--- config.mk ---
export PLATFORM = sky130hd
export DESIGN_NAME = write_arbiter
export DESIGN_NICKNAME = d
export VERILOG_FILES = /design/src/rtl/write_arbiter.sv
export SDC_FILE = /design/constraint.sdc
export NUM_CORES = 1
export LEC_CHECK = 0
export CAP_MARGIN = 30
export CELL_PAD_IN_SITES_DETAIL_PLACEMENT = 0
export CELL_PAD_IN_SITES_GLOBAL_PLACEMENT = 2
export CORE_UTILIZATION = 18
export CTS_CLUSTER_DIAMETER = 40
export DETAILED_ROUTE_END_ITERATION = 8
export GPL_TIMING_DRIVEN = 0
export MAX_ROUTING_LAYER = met4
export PLACE_DENSITY_LB_ADDON = 0.1
export SYNTH_ARGS = -nofsm -noshare
export SYNTH_HDL_FRONTEND = slang
export SYNTH_SLANG_ARGS = --single-unit
export TNS_END_PERCENT = 100
--- constraint.sdc ---
create_clock -name clk -period 2.35 [get_ports clk]
set_clock_uncertainty 0.1 [all_clocks]
set_input_delay 0.47 -clock clk [delete_from_list [all_inputs] [get_ports clk]]
set_output_delay 0.47 -clock clk [all_outputs]
set_load 0.05 [all_outputs]
--- src/rtl/write_arbiter.sv ---
// Write-path arbiter: round-robin AW across masters, W bursts held to AW grant
// order by an order FIFO, round-robin B across slaves.
module write_arbiter #(
  parameter int          M               = 2,
  parameter int          S               = 2,
  parameter int          ADDR_WIDTH      = 32,
  parameter int          MAX_OUTSTANDING = 2,
  parameter int unsigned SLICE_SIZE      = 32'h00010000,
  localparam int MW = $clog2(M),
  localparam int SW = $clog2(S),
  localparam int CW = $clog2(MAX_OUTSTANDING + 1)
) (
  input  logic                    clk,
  input  logic                    clr,
  input  logic [M-1:0]            AW_request_f,
  input  logic [M*ADDR_WIDTH-1:0] AW_addr_f,
  output logic [M-1:0]            AW_grant_f,
  output logic [M*SW-1:0]         AW_sel_f,
  input  logic [M-1:0]            W_request_f,
  input  logic [M-1:0]            W_last_f,
  output logic [M-1:0]            W_grant_f,
  output logic [M*SW-1:0]         W_sel_f,
  input  logic [S-1:0]            B_request_f,
  input  logic [S*MW-1:0]         B_id_f,
  output logic [S-1:0]            B_grant_f,
  output logic [S*MW-1:0]         B_sel_f
);
  localparam int SH = $clog2(SLICE_SIZE);
  localparam int D  = M * MAX_OUTSTANDING;
  localparam int PW = (D > 1) ? $clog2(D) : 1;
  localparam int LW = $clog2(D + 1);

  typedef enum logic {AW_IDLE, AW_ALLOW} aw_st_e;
  typedef enum logic {B_IDLE, B_ALLOW} b_st_e;
  typedef struct packed {
    logic [MW-1:0] mst;
    logic [SW-1:0] slv;
  } ord_t;

  logic [M-1:0][SW-1:0] aw_sel;
  logic [S-1:0][MW-1:0] b_id;
  logic                 unused_addr;

  for (genvar m = 0; m < M; m++) begin : g_dec
    assign aw_sel[m] = AW_addr_f[m*ADDR_WIDTH+SH +: SW];
  end
  assign AW_sel_f    = aw_sel;
  assign b_id        = B_id_f;
  assign B_sel_f     = B_id_f;
  assign unused_addr = ^AW_addr_f;

  // order FIFO: one {master, slave} entry per granted AW, popped by W_last
  ord_t          mem_q [D];
  logic [PW-1:0] wr_q, rd_q;
  logic [LW-1:0] lvl_q;
  ord_t          head;
  logic          full, empty, push, pop;

  aw_st_e        aw_st_q, aw_st_d;
  logic [MW-1:0] aw_ptr_q, aw_ptr_d, aw_nxt;
  logic [M-1:0]  aw_grant;
  b_st_e         b_st_q, b_st_d;
  logic [SW-1:0] b_ptr_q, b_ptr_d, b_nxt;
  logic [S-1:0]  b_grant;
  logic [M-1:0]  b_dec;
  logic [CW-1:0] cnt_q [M];
  logic [CW-1:0] cnt_d [M];

  assign head  = mem_q[rd_q];
  assign full  = (lvl_q == LW'(D));
  assign empty = (lvl_q == '0);
  assign push  = (aw_st_q == AW_ALLOW);
  assign pop   = !empty && W_request_f[head.mst] && W_last_f[head.mst];

  always_ff @(posedge clk)
    if (push) mem_q[wr_q] <= '{mst: aw_ptr_q, slv: aw_sel[aw_ptr_q]};

  always_ff @(posedge clk or negedge clr)
    if (!clr) begin
      wr_q  <= '0;
      rd_q  <= '0;
      lvl_q <= '0;
    end else begin
      if (push) wr_q <= (wr_q == PW'(D-1)) ? '0 : wr_q + 1'b1;
      if (pop)  rd_q <= (rd_q == PW'(D-1)) ? '0 : rd_q + 1'b1;
      if (push && !pop)      lvl_q <= lvl_q + 1'b1;
      else if (pop && !push) lvl_q <= lvl_q - 1'b1;
    end

  // W is purely combinational off the FIFO head
  always_comb begin
    W_grant_f = '0;
    W_sel_f   = '0;
    for (int m = 0; m < M; m++) begin
      if (!empty && head.mst == MW'(m)) begin
        W_grant_f[m]          = W_request_f[m];
        W_sel_f[m*SW +: SW]   = head.slv;
      end
    end
  end

  assign aw_nxt = (aw_ptr_q == MW'(M-1)) ? '0 : aw_ptr_q + 1'b1;
  assign b_nxt  = (b_ptr_q == SW'(S-1)) ? '0 : b_ptr_q + 1'b1;

  always_comb begin
    aw_st_d  = aw_st_q;
    aw_ptr_d = aw_ptr_q;
    aw_grant = '0;
    case (aw_st_q)
      AW_IDLE:
        if (AW_request_f[aw_ptr_q] && !full && cnt_q[aw_ptr_q] < CW'(MAX_OUTSTANDING))
          aw_st_d = AW_ALLOW;
        else
          aw_ptr_d = aw_nxt;
      AW_ALLOW: begin
        aw_grant[aw_ptr_q] = 1'b1;
        aw_ptr_d           = aw_nxt;
        aw_st_d            = AW_IDLE;
      end
      default: aw_st_d = AW_IDLE;
    endcase
  end

  always_comb begin
    b_st_d  = b_st_q;
    b_ptr_d = b_ptr_q;
    b_grant = '0;
    b_dec   = '0;
    case (b_st_q)
      B_IDLE:
        if (B_request_f[b_ptr_q] && cnt_q[b_id[b_ptr_q]] != '0)
          b_st_d = B_ALLOW;
        else
          b_ptr_d = b_nxt;
      B_ALLOW: begin
        b_grant[b_ptr_q]     = 1'b1;
        b_dec[b_id[b_ptr_q]] = 1'b1;
        b_ptr_d              = b_nxt;
        b_st_d               = B_IDLE;
      end
      default: b_st_d = B_IDLE;
    endcase
  end

  // an AW grant and a B return for the same master cancel out
  always_comb begin
    for (int m = 0; m < M; m++) begin
      cnt_d[m] = cnt_q[m];
      if (aw_grant[m] && !b_dec[m])      cnt_d[m] = cnt_q[m] + 1'b1;
      else if (b_dec[m] && !aw_grant[m]) cnt_d[m] = cnt_q[m] - 1'b1;
    end
  end

  always_ff @(posedge clk or negedge clr)
    if (!clr) begin
      aw_st_q  <= AW_IDLE;
      aw_ptr_q <= '0;
      b_st_q   <= B_IDLE;
      b_ptr_q  <= '0;
      for (int m = 0; m < M; m++) cnt_q[m] <= '0;
    end else begin
      aw_st_q  <= aw_st_d;
      aw_ptr_q <= aw_ptr_d;
      b_st_q   <= b_st_d;
      b_ptr_q  <= b_ptr_d;
      for (int m = 0; m < M; m++) cnt_q[m] <= cnt_d[m];
    end

  assign AW_grant_f = aw_grant;
  assign B_grant_f  = b_grant;

endmodule

== After elaboration in Yosys (flattened, before gate mapping) ==
Memory sizes are Yosys's and may differ from the RTL's.
Index checks and enable logic that the tools add are counted.

* Bitwise logic cells: 5
* Mux-type cells: 51
* $lt $le $gt $ge: 10
* Equality and inequality tests: 5
* $add $sub $neg: 10
* Reduce and logical (&&, ||, !) cells: 29

{| class="wikitable"
|+ Operators with widths
! kind !! number
|-
| $mux W2 || 15
|-
| $mux W1 || 27
|-
| $logic_and A1 B1 Y1 || 16
|-
| $add A2 B1 Y2 const B || 4
|-
| $logic_not A1 Y1 || 8
|-
| $lt A1 B2 Y1 const B || 4
|-
| $pmux W1 S2 || 4
|-
| $reduce_bool A2 Y1 || 4
|-
| $mux W3 || 2
|-
| $eq A2 B2 Y1 const B || 2
|-
| $ge A2 B2 Y1 const B || 2
|-
| $ne A2 B2 Y1 const B || 2
|-
| $not A1 Y2 || 2
|-
| $sub A2 B1 Y2 const B || 2
|-
| $add A3 B1 Y3 const B || 1
|-
| $demux W1 S1 || 3
|-
| $eq A3 B3 Y1 const B || 1
|-
| $ge A1 B1 Y1 const B || 3
|-
| $logic_not A3 Y1 || 1
|-
| $not A1 Y1 || 3
|-
| $sub A3 B1 Y3 const B || 1
|-
| $add A1 B1 Y1 const B || 2
|-
| $lt A2 B2 Y1 const B || 1
|}

* Register bits after elaboration: 15
* Memories: 1
* Memory bits (writable): 8

{| class="wikitable"
|+ Memories
! name !! depth !! bits a word !! read ports !! clocked after Yosys merged registers in !! wr ports !! line !! text
|-
| mem_q || 4 || 2 || 1 || 0 || 1 || 53 || <nowiki>ord_t mem_q [D];</nowiki>
|}

== Depth between registers and ports, before layout ==
Gate-level depths: netlist of the first run.

* Depth in word-level cells: 10
* Mapped depth: 10
* Depth with buffers taken out: 10

== Least setup slack after synthesis of the first run ==
No wires, ideal clock.

* Path type: register to register
* From: register rd_q[0]
* To: register lvl_q[1]
* Period minus slack after synthesis: 2.501 ns
* Library setup time: 0.125 ns
* Data arrival time: 2.276 ns
* Slack: -0.151 ns
* Stages on the path, launching flop included: 8
* Cells stage by stage: dfrtp_1 mux4_2 o31ai_4 inv_1 ha_1 inv_1 fa_1 mux2_2

* Word-level cells in the longest chain between the ends: 8
* Elaborated cells on any way between the ends: 12
* Those cells by class: mux: 5; reduce/logical: 6; memory: 1

{| class="wikitable"
|+ Ends and longest elaborated chain
! item !! line !! text
|-
| from (decl) || 54 || <nowiki>logic [PW-1:0] wr_q, rd_q;</nowiki>
|-
| from (signal assigned) || 85 || <nowiki>if (pop) rd_q <= (rd_q == PW'(D-1)) ? '0 : rd_q + 1'b1;</nowiki>
|-
| $mem_v2 Z4 W2 (*) || - ||
|-
| $mux W1 (not written as such) (2 in series) || 73 || <nowiki>assign pop = !empty && W_request_f[head.mst] && W_last_f[head.mst];</nowiki>
|-
| $logic_and A1 B1 Y1 || 73 ||
|-
| $logic_and A1 B1 Y1 (*) || 73 ||
|-
| $logic_not A1 Y1 || 86 || <nowiki>if (push && !pop) lvl_q <= lvl_q + 1'b1;</nowiki>
|-
| $logic_and A1 B1 Y1 || 86 ||
|-
| $mux W3 / $reduce_bool A2 Y1 (equally long branches) || - ||
|-
| to (signal assigned) || 86 ||
|-
| to (signal assigned) || 87 || <nowiki>else if (pop && !push) lvl_q <= lvl_q - 1'b1;</nowiki>
|-
| to (decl) || 55 || <nowiki>logic [LW-1:0] lvl_q;</nowiki>
|}

Mark *: on every way between the ends. The rest lies on a longest branch, timed or not. The select of a mux whose other input is x is not followed.
A chain may end at the register's enable or synchronous reset.

== Worst setup path after layout of the first run ==
Ends and elaborated chain as after synthesis.

==> results.txt, run 1 <==
- The run finished, with violations left.
* Failing checks: setup timing
- Along the worst hold path, the cell count comes to 1.
- No sink is reached through more buffers than the 2 on the longest clock path.
- In this run the count of I/O pins placed on the die edge is 88.
- Aggregate global-route resource usage: 7.78%
* Setup CP Type: flip-flop to flip-flop
- Worst path bufs/invs: 2
* Routed wirelength normalized by instance count: 11.8 um
- Top library cells by usage in the layout, fill and taps aside: sky130_fd_sc_hd__clkdlybuf4s50_1, sky130_fd_sc_hd__dfrtp_1, sky130_fd_sc_hd__buf_4
- The wire-length estimate of the detail-placed layout is 1850 um.
* Biggest area consumer among synthesized cells: sky130_fd_sc_hd__dfrtp_1
- Maximum net fanout on the critical path: 5
- Std-Cell Rows: 29
* Total DRC errors in the routed layout: 0
* Layout area overhead: 34.4%
* TritonRoute pass-1 iters: 4
* Hold Crit Endpoint: cnt_q[1]
* CTS buffer count: 3
- After layout, the worst path uses 101% of the clock period.
- Max rail drop VDD: 383 uV
- Total wire length: 2470 um
- For this run, the slowest stage of the critical path takes 0.59 ns.
- Mapped cell area: 0.00124 mm^2
- Input and output buffers added on the ports amount to 25.
* Die Y: 85.1 um
* TritonCTS clock tree: done
* Area share of the largest cell type after synthesis: 30.2%
- Grt met2 use: 12.0%
* Sequential area share after synthesis: 49.5%
- Clock transition at the register clock pins on the worst setup and hold paths after CTS: 0.09 ns
- Clk Latency, worst-skew pair: 0.26 ns
- Final antenna-violating net count: 0
- The worst pin sits at a relative slew slack of 51.9%.
- The first global-routing pass estimated 4160 um of wire.
* Total power after layout: 2.22 mW
- At the pin with the least slew margin, the transition time is 0.720 ns.
- Power density normalized to cell area: 1330 mW/mm^2
- The library cell used most frequently in the layout, excluding fill and tap cells, is sky130_fd_sc_hd__clkdlybuf4s50_1.
* # hold bufs at CTS: 0
- The routed layout has 794 vias.
* Crit path max-delay family: multiplexers
- The number of antenna violations at the first check in global routing came to 0.
* Mapped Nets: 184
* Kind of launch point of the worst setup path: flip-flop
- The min-delay analysis places its worst path in the category flip-flop to flip-flop.
- Yosys mapped the design onto 30 distinct sky130hd cell types.
- In this run the most critical hold path is launched from cnt_q[1].
* Met1 Resource Use GR: 9.80%
- In this run the critical register-to-register path is captured at lvl_q[1].
- Antenna Cells: 0
- Global routing consumed, on the met3 layer, 1.85% of the routing resources.
* Number of max-cap violations: 0
* Number of global-route vias before repair: 844
* RSZ-0062 raised after global routing: yes
- Final net count: 218
* Count of pins over their slew limit: 0
- Most crowded layer after global routing: met2
- Core Region: 0.00649 mm^2
* Setup Viol. Count Final: 2
* Clk sink count: 23
* Yosys Warn Count: 0
* Setup slack of the critical path after layout: -0.0286 ns
- Sorting the synthesized cells by area gives the leading types as sky130_fd_sc_hd__dfrtp_1, sky130_fd_sc_hd__edfxtp_1, sky130_fd_sc_hd__ha_1.
* Maximum level of the CTS H-tree: 1
* Slack of the worst reg-to-reg path: -0.03 ns
* Worst R2R Path Depth: 7
- Pin count of the biggest net entering global routing: 16
- STA puts the critical path data required time at 2.41 ns.
- STA puts the critical path data arrival time at 2.44 ns.
* Hold slack: 0.409 ns
- In this run the critical register-to-register path is launched from rd_q[0].
* Critical path, cell by cell: mux4_2, o31ai_4, inv_2, ha_4, inv_2, fa_2, mux2_2
* Global route overflow: 0
- After synthesis the netlist holds a flip-flop and latch count of 23.
- Critical path's most frequent cell: sky130_fd_sc_hd__inv_2
- Cell at the root of the clock tree: sky130_fd_sc_hd__clkbuf_8
- The analysis attributes to cell leakage a power of 0.675 nW.
* Sort of element at the end of the critical path: flip-flop
* DRC violation total after the first TritonRoute iteration: 13
* Placer Congestion: 0.662
* Cells after synthesis: 99
- Once the floorplan was initialized, standard cells occupied 19.1% of the core.
* First element of the critical path: rd_q[0]
- For this run, the top clock speed supported by timing is 0.420 GHz.
* Final count of hold timing violations: 0
* Average size of a mapped cell: 12.5 um^2
* Average vias per placed instance: 3.80
- Die boundary width: 85.1 um
* Period minus WS final: 2.38 ns
- Ratio of cells with drive above 1 in the final layout: 25.8%
- Cell with the biggest individual delay on the critical path: sky130_fd_sc_hd__mux4_2
- Overall die area: 0.00724 mm^2
-- power by group --
group / switching, mW / internal (mW)
logic: 0.637 / 0.553
clock network: 0.127 / 0.121
registers: 0.183 / 0.596
-- flip-flops by register name, summed over array words and instances, names as in the netlist --
register and flops:
b_ptr_q 1, cnt_q 4, aw_ptr_q 1, rd_q 2
mem_q 8, wr_q 2, b_st_q 1, aw_st_q 1
lvl_q 3
-- synth_stat cells --
cell type and number:
sky130_fd_sc_hd__mux2_4 2, sky130_fd_sc_hd__o21ai_0 2, sky130_fd_sc_hd__nand4_2 1, sky130_fd_sc_hd__mux2_2 2, sky130_fd_sc_hd__nand2b_1 1, sky130_fd_sc_hd__o31ai_4 1, sky130_fd_sc_hd__nor2b_1 4, sky130_fd_sc_hd__dfrtp_1 15
sky130_fd_sc_hd__inv_1 4, sky130_fd_sc_hd__nor3b_1 1, sky130_fd_sc_hd__edfxtp_1 8, sky130_fd_sc_hd__a22oi_1 1, sky130_fd_sc_hd__buf_4 4, sky130_fd_sc_hd__ha_1 8, sky130_fd_sc_hd__clkbuf_1 1, sky130_fd_sc_hd__xnor2_1 4
sky130_fd_sc_hd__mux4_1 1, sky130_fd_sc_hd__xor2_1 6, sky130_fd_sc_hd__nand2_1 5, sky130_fd_sc_hd__a2111oi_2 1, sky130_fd_sc_hd__mux2i_2 1, sky130_fd_sc_hd__nor3_1 2, sky130_fd_sc_hd__mux2i_1 1, sky130_fd_sc_hd__nor2_1 8
sky130_fd_sc_hd__or3_1 1, sky130_fd_sc_hd__a21oi_1 2, sky130_fd_sc_hd__and3_2 2, sky130_fd_sc_hd__and2_1 8, sky130_fd_sc_hd__mux4_2 1, sky130_fd_sc_hd__fa_1 1
-- cell families (layout without fill, tap and decap cells) --
group           Yosys count  count (layout)  synth area share [%]
simple gates             33              33                  14.6
flops                    23              23                  49.5
xor+xnor                 10              10                  7.05
fa+ha+maj                 9               9                  9.67
buf+inv                   9              42                  3.93
mux                       8               8                  10.1
compound gates            7               7                  5.14
-- worst max path at each step --
stage / end / slack, ns / cells after the start
floorplan: lvl_q[1] / -0.06 / 7
global placement: W_sel_f[0] / -0.36 / 4
detailed placement: W_sel_f[0] / -0.37 / 4
CTS: lvl_q[2] / -0.1 / 10
global route: lvl_q[2] / -0.15 / 10
finish: lvl_q[1] / -0.03 / 7
-- layer usage --
metal / up-vias / share of wire [%]
met1: 379 / 49
met5: - / 0
met2: 12 / 47
met4: 0 / 0.89
li1: 401 / -
met3: 2 / 3.4
-- worst reg2reg max path, delay by kind of cell, from the launching register on --
family                   cells  cell delay [ns]
adder cells (fa/ha/maj)      2             0.57
multiplexers                 2             0.85
buffers and inverters        2             0.12
flip-flops                   1             0.38
AO/OA/AOI/OAI                1             0.24
-- through the flow --
stage | worst slack [ns] | cells | utilization (%) | area [um^2] | TNS, ns
floorplan | -0.0552 | 99 | - | 1240 | -0.0990
global placement | -0.361 | 201 | 24.5 | 1590 | -1.85
detailed placement | -0.369 | 201 | 24.5 | 1590 | -1.90
CTS | -0.0982 | 208 | 25.3 | 1640 | -0.181
global route | -0.149 | 209 | 25.7 | 1670 | -0.514
finish | -0.0286 | 209 | 25.7 | 1670 | -0.0374
-- final cells by class --
| class | count | area [um^2] |
|---|---|---|
| clock buffers | 4 | 45.0 |
| repair buffers | 29 | 265 |
| fillers | 681 | 4820 |
| plain buffers | 5 | 33.8 |
| multi-input cells | 67 | 598 |
| inverters | 4 | 15.0 |
| well taps | 77 | 96.3 |
| flip-flops and latches | 23 | 617 |
-- what timing repair did --
action                     in CTS  in global routing
setup buffers                   3                  1
pin swaps                       1                  4
setup endpoints to repair      12                  5
resized for setup              35                  4
Note: power is estimated with default switching activity, not from simulation.
==> run 2, diff against run 1 <==
PLACE_DENSITY = 0.88   (was unset)
PLACE_DENSITY_LB_ADDON = unset   (was 0.1)
==> run 2 against run 1 <==
The run still ends with setup timing left. Worst hold slack got worse by 0.0037 ns. Power decreased by 2.4%. First-iteration DRC count grew to 3.2 times the previous value. Core utilization fell by 0.27 points. Non-clock buffer count is the same. Routed wire length decreased by 12%. Design area shrank 1.0%. Global-route usage decreased by 1.1 points. Critical path type unchanged. Largest cell class unchanged. Highest routed layer unchanged.
==> results.txt, run 2 (synthesis results as in run 1) <==
* Run status: complete, but fails checks (unchanged)
* Failing checks: setup timing (unchanged)
- The final instance area was 0.00165 mm^2 (was 0.00167 mm^2).
* Maximum level of the CTS H-tree: 1 (unchanged)
- The core outline area was 0.00649 mm^2 (unchanged).
- The minimum period implied by the final worst setup slack came to 2.41 ns (was 2.38 ns).
- The clock sink count was 23 (unchanged).
- The clock latency on the worst-skew pair is 0.26 ns (about the same).
- The combined buffer and inverter count along the critical path is 2 (unchanged).
* Vias post-DR: 791 (was 794)
- The via density per instance was 3.78 (was 3.80).
* DRC violation total after the first TritonRoute iteration: 42 (was 13)
* Initial antenna violation count: 0 (unchanged)
- The kind of launch point of the worst setup path was a flip-flop (unchanged).
- Post-route setup TNS: -0.0894 ns (was -0.0374 ns)
- The total wirelength of the detailed-routed design was 2160 um (was 2470 um).
* Setup CP Type: flip-flop to flip-flop (unchanged)
- The overall die width is 85.1 um (unchanged).
- The timing-limited maximum frequency is 0.415 GHz (was 0.420 GHz).
- Share of total power consumed by net switching: 42.4% (was 42.7%)
- Sort of element at the end of the critical path: flip-flop (unchanged)
- Clock transition at the register clock pins on the worst setup and hold paths after CTS: 0.08 ns (was 0.09 ns)
- The number of cells after detailed placement came to 201 (unchanged).
- The max-cap check violation count is 0 (unchanged).
- The count of pins over their slew limit is 0 (unchanged).
* Placer Congestion: 0.735 (was 0.662)
- The number of hold-slack violations in the final timing report came to 0 (unchanged).
* Antenna Cells: 0 (unchanged)
- Tightest slew margin relative to the limit: 49.8% (was 51.9%)
* Pin count of the biggest net entering global routing: 16 (unchanged)
* Proportion of power drawn by flip-flops and latches: 35.7% (was 35.2%)
- Cell with the biggest individual delay on the critical path: sky130_fd_sc_hd__mux4_2 (unchanged)
* Setup slack of the critical path after layout: -0.0611 ns (was -0.0286 ns)
* Worst stage delay on the critical path: 0.60 ns (was 0.59 ns)
- Largest registers in the final layout: mem_q (8), cnt_q (4), lvl_q (3) (unchanged).
- Total DRC errors in the routed layout: 0 (unchanged)
- The synthesis-to-layout area growth is 33.0% (was 34.4%).
- The worst IR drop on VDD is 384 uV (was 383 uV).
* Net switching power of the design: 0.917 mW (was 0.946 mW)
* CTS buffer count: 3 (unchanged)
- Slack of the worst reg-to-reg path: -0.06 ns (was -0.03 ns)
- Part of the power in the clock network: 11.3% (was 11.2%)
- The TritonCTS clock tree was done (unchanged).
* Clock tree buffer depth: 2 (unchanged)
* Die Y: 85.1 um (unchanged)
* Global route overflow: 0 (unchanged)
- The most flop-heavy register is mem_q (unchanged).
- HPWL Detailed: 1650 um (was 1850 um)
- Number of non-filler instances in the completed layout: 209 (unchanged)
- The power density over cell area was 1310 mW/mm^2 (was 1330 mW/mm^2).
- The core utilization of the finished layout is 25.4% (was 25.7%).
* Port-buffer cells: 25 (unchanged)
- Most frequent standard cell in the layout excluding fill and tap cells: sky130_fd_sc_hd__clkdlybuf4s50_1 (unchanged)
- The root buffer cell is sky130_fd_sc_hd__clkbuf_8 (unchanged).
* Setup Viol. Count Final: 2 (unchanged)
- Number of flip-flops in the largest register: 8 (unchanged)
* Final antenna-violating net count: 0 (unchanged)
- Routed wirelength normalized by instance count: 10.3 um (was 11.8 um)
* Post-place instance area: 0.00159 mm^2 (unchanged)
- Final net count: 218 (unchanged)
* TritonRoute pass-1 iters: 3 (was 4)
- Area used by multi-input combinational logic: 588 um^2 (was 598 um^2)
- The slew at the pin with the worst max-slew slack is 0.751 ns (was 0.720 ns).
- The wire length of the first global-routing pass is 3750 um (was 4160 um).
- RSZ-0062 raised after global routing: yes (unchanged)
* Ratio of cells with drive above 1 in the final layout: 25.8% (unchanged)
- The total routing resource utilization after global routing was 6.72% (was 7.78%).
- The I/O pin total is 88 (unchanged).
- Final critical-path share of the clock period: 103% (was 101%)
- WP data required: 2.40 ns (was 2.41 ns)
- Critical path, cell by cell: mux4_2, o31ai_4, inv_1, ha_2, inv_2, fa_2, mux2_2 (was mux4_2, o31ai_4, inv_2, ha_4, inv_2, fa_2, mux2_2).
- Starting density of the core: 19.1% (unchanged)
* CP arrival: 2.46 ns (was 2.44 ns)
- The post-layout total power is 2.16 mW (was 2.22 mW).
- The maximum fanout along the worst path is 5 (unchanged).
- Std-Cell Rows: 29 (unchanged)
* Number of global-route vias before repair: 780 (was 844)
- Top library cells by usage in the layout, fill and taps aside: sky130_fd_sc_hd__clkdlybuf4s50_1, sky130_fd_sc_hd__dfrtp_1, sky130_fd_sc_hd__buf_4 (unchanged).
* Overall die area: 0.00724 mm^2 (unchanged)
* Count of filler cells inserted in the layout: 694 (was 681)
* Standby leakage power: 0.678 nW (was 0.675 nW)
- The sequential standard cell area is 617 um^2 (unchanged).
- The cell class contributing the biggest share of worst-path delay is multiplexers (unchanged).
- Type of the tightest min-delay check: flip-flop to flip-flop (unchanged)
- Combinational fraction of design power: 53.0% (was 53.7%)
- The internal power of the cells was 1.25 mW (was 1.27 mW).
-- run 2: power groups by stage --
stage	combinational [mW]	clock, mW	sequential [mW]
global route	1.28	0.271	0.806
floorplan	0.863	0	0.740
detailed placement	1.11	0	0.788
global placement	1.09	0	0.778
finish	1.15	0.245	0.772
CTS	1.13	0.249	0.777
-- run 2: path summary, 6_finish.rpt --
path	startpoint	end	cells after the start
max	rd_q[0]	lvl_q[1]	7
min	cnt_q[1]	cnt_q[1]	1
max reg2reg	rd_q[0]	lvl_q[1]	7
min reg2reg	cnt_q[1]	cnt_q[1]	1
max in group asynchronous	clr	rd_q[0]	1
min in group asynchronous	clr	wr_q[1]	1
-- run 2: worst register-to-register path, stage by stage (launching register included) --
cell	delay, ns
sky130_fd_sc_hd__dfrtp_2	0.39
sky130_fd_sc_hd__mux4_2	0.60
sky130_fd_sc_hd__o31ai_4	0.22
sky130_fd_sc_hd__inv_1	0.08
sky130_fd_sc_hd__ha_2	0.19
sky130_fd_sc_hd__inv_2	0.05
sky130_fd_sc_hd__fa_2	0.41
sky130_fd_sc_hd__mux2_2	0.26
-- run 2: layout make-up --
class | instances | share of cell area [%]
multi-input combinational | 67 | 35.6
clock buffer | 3 | 2.50
inverter | 4 | 0.908
clock inverter | 1 | 0.303
buffer | 5 | 2.04
sequential | 23 | 37.3
timing repair buffer | 29 | 15.5
tap | 77 | 5.83
-- run 2: metrics by stage --
| step | hold slack [ns] | setup WS, ns |
|---|---|---|
| after global placement | 0.385 | -0.371 |
| final | 0.405 | -0.0611 |
| after detailed placement | 0.400 | -0.350 |
| after floorplan | 0.0744 | -0.0552 |
| after global routing | 0.441 | -0.164 |
| after CTS | 0.413 | -0.112 |
-- run 2: timing repair --
item,in CTS,in global routing
hold buffers,0,0
pin swaps,4,3
resized for setup,31,7
setup buffers,3,1
setup endpoints to repair,12,8
-- run 2: layer usage --
metal  up-vias  share of wire [%]  routed length (um)  GRT usage, %
li1        404                  -                   -             -
met1       365                 49                1060          8.44
met2        17                 45                 980          10.6
met3         5                4.9                 106          2.24
met4         0               0.69                  15          1.39
met5         -                  0                   0             -
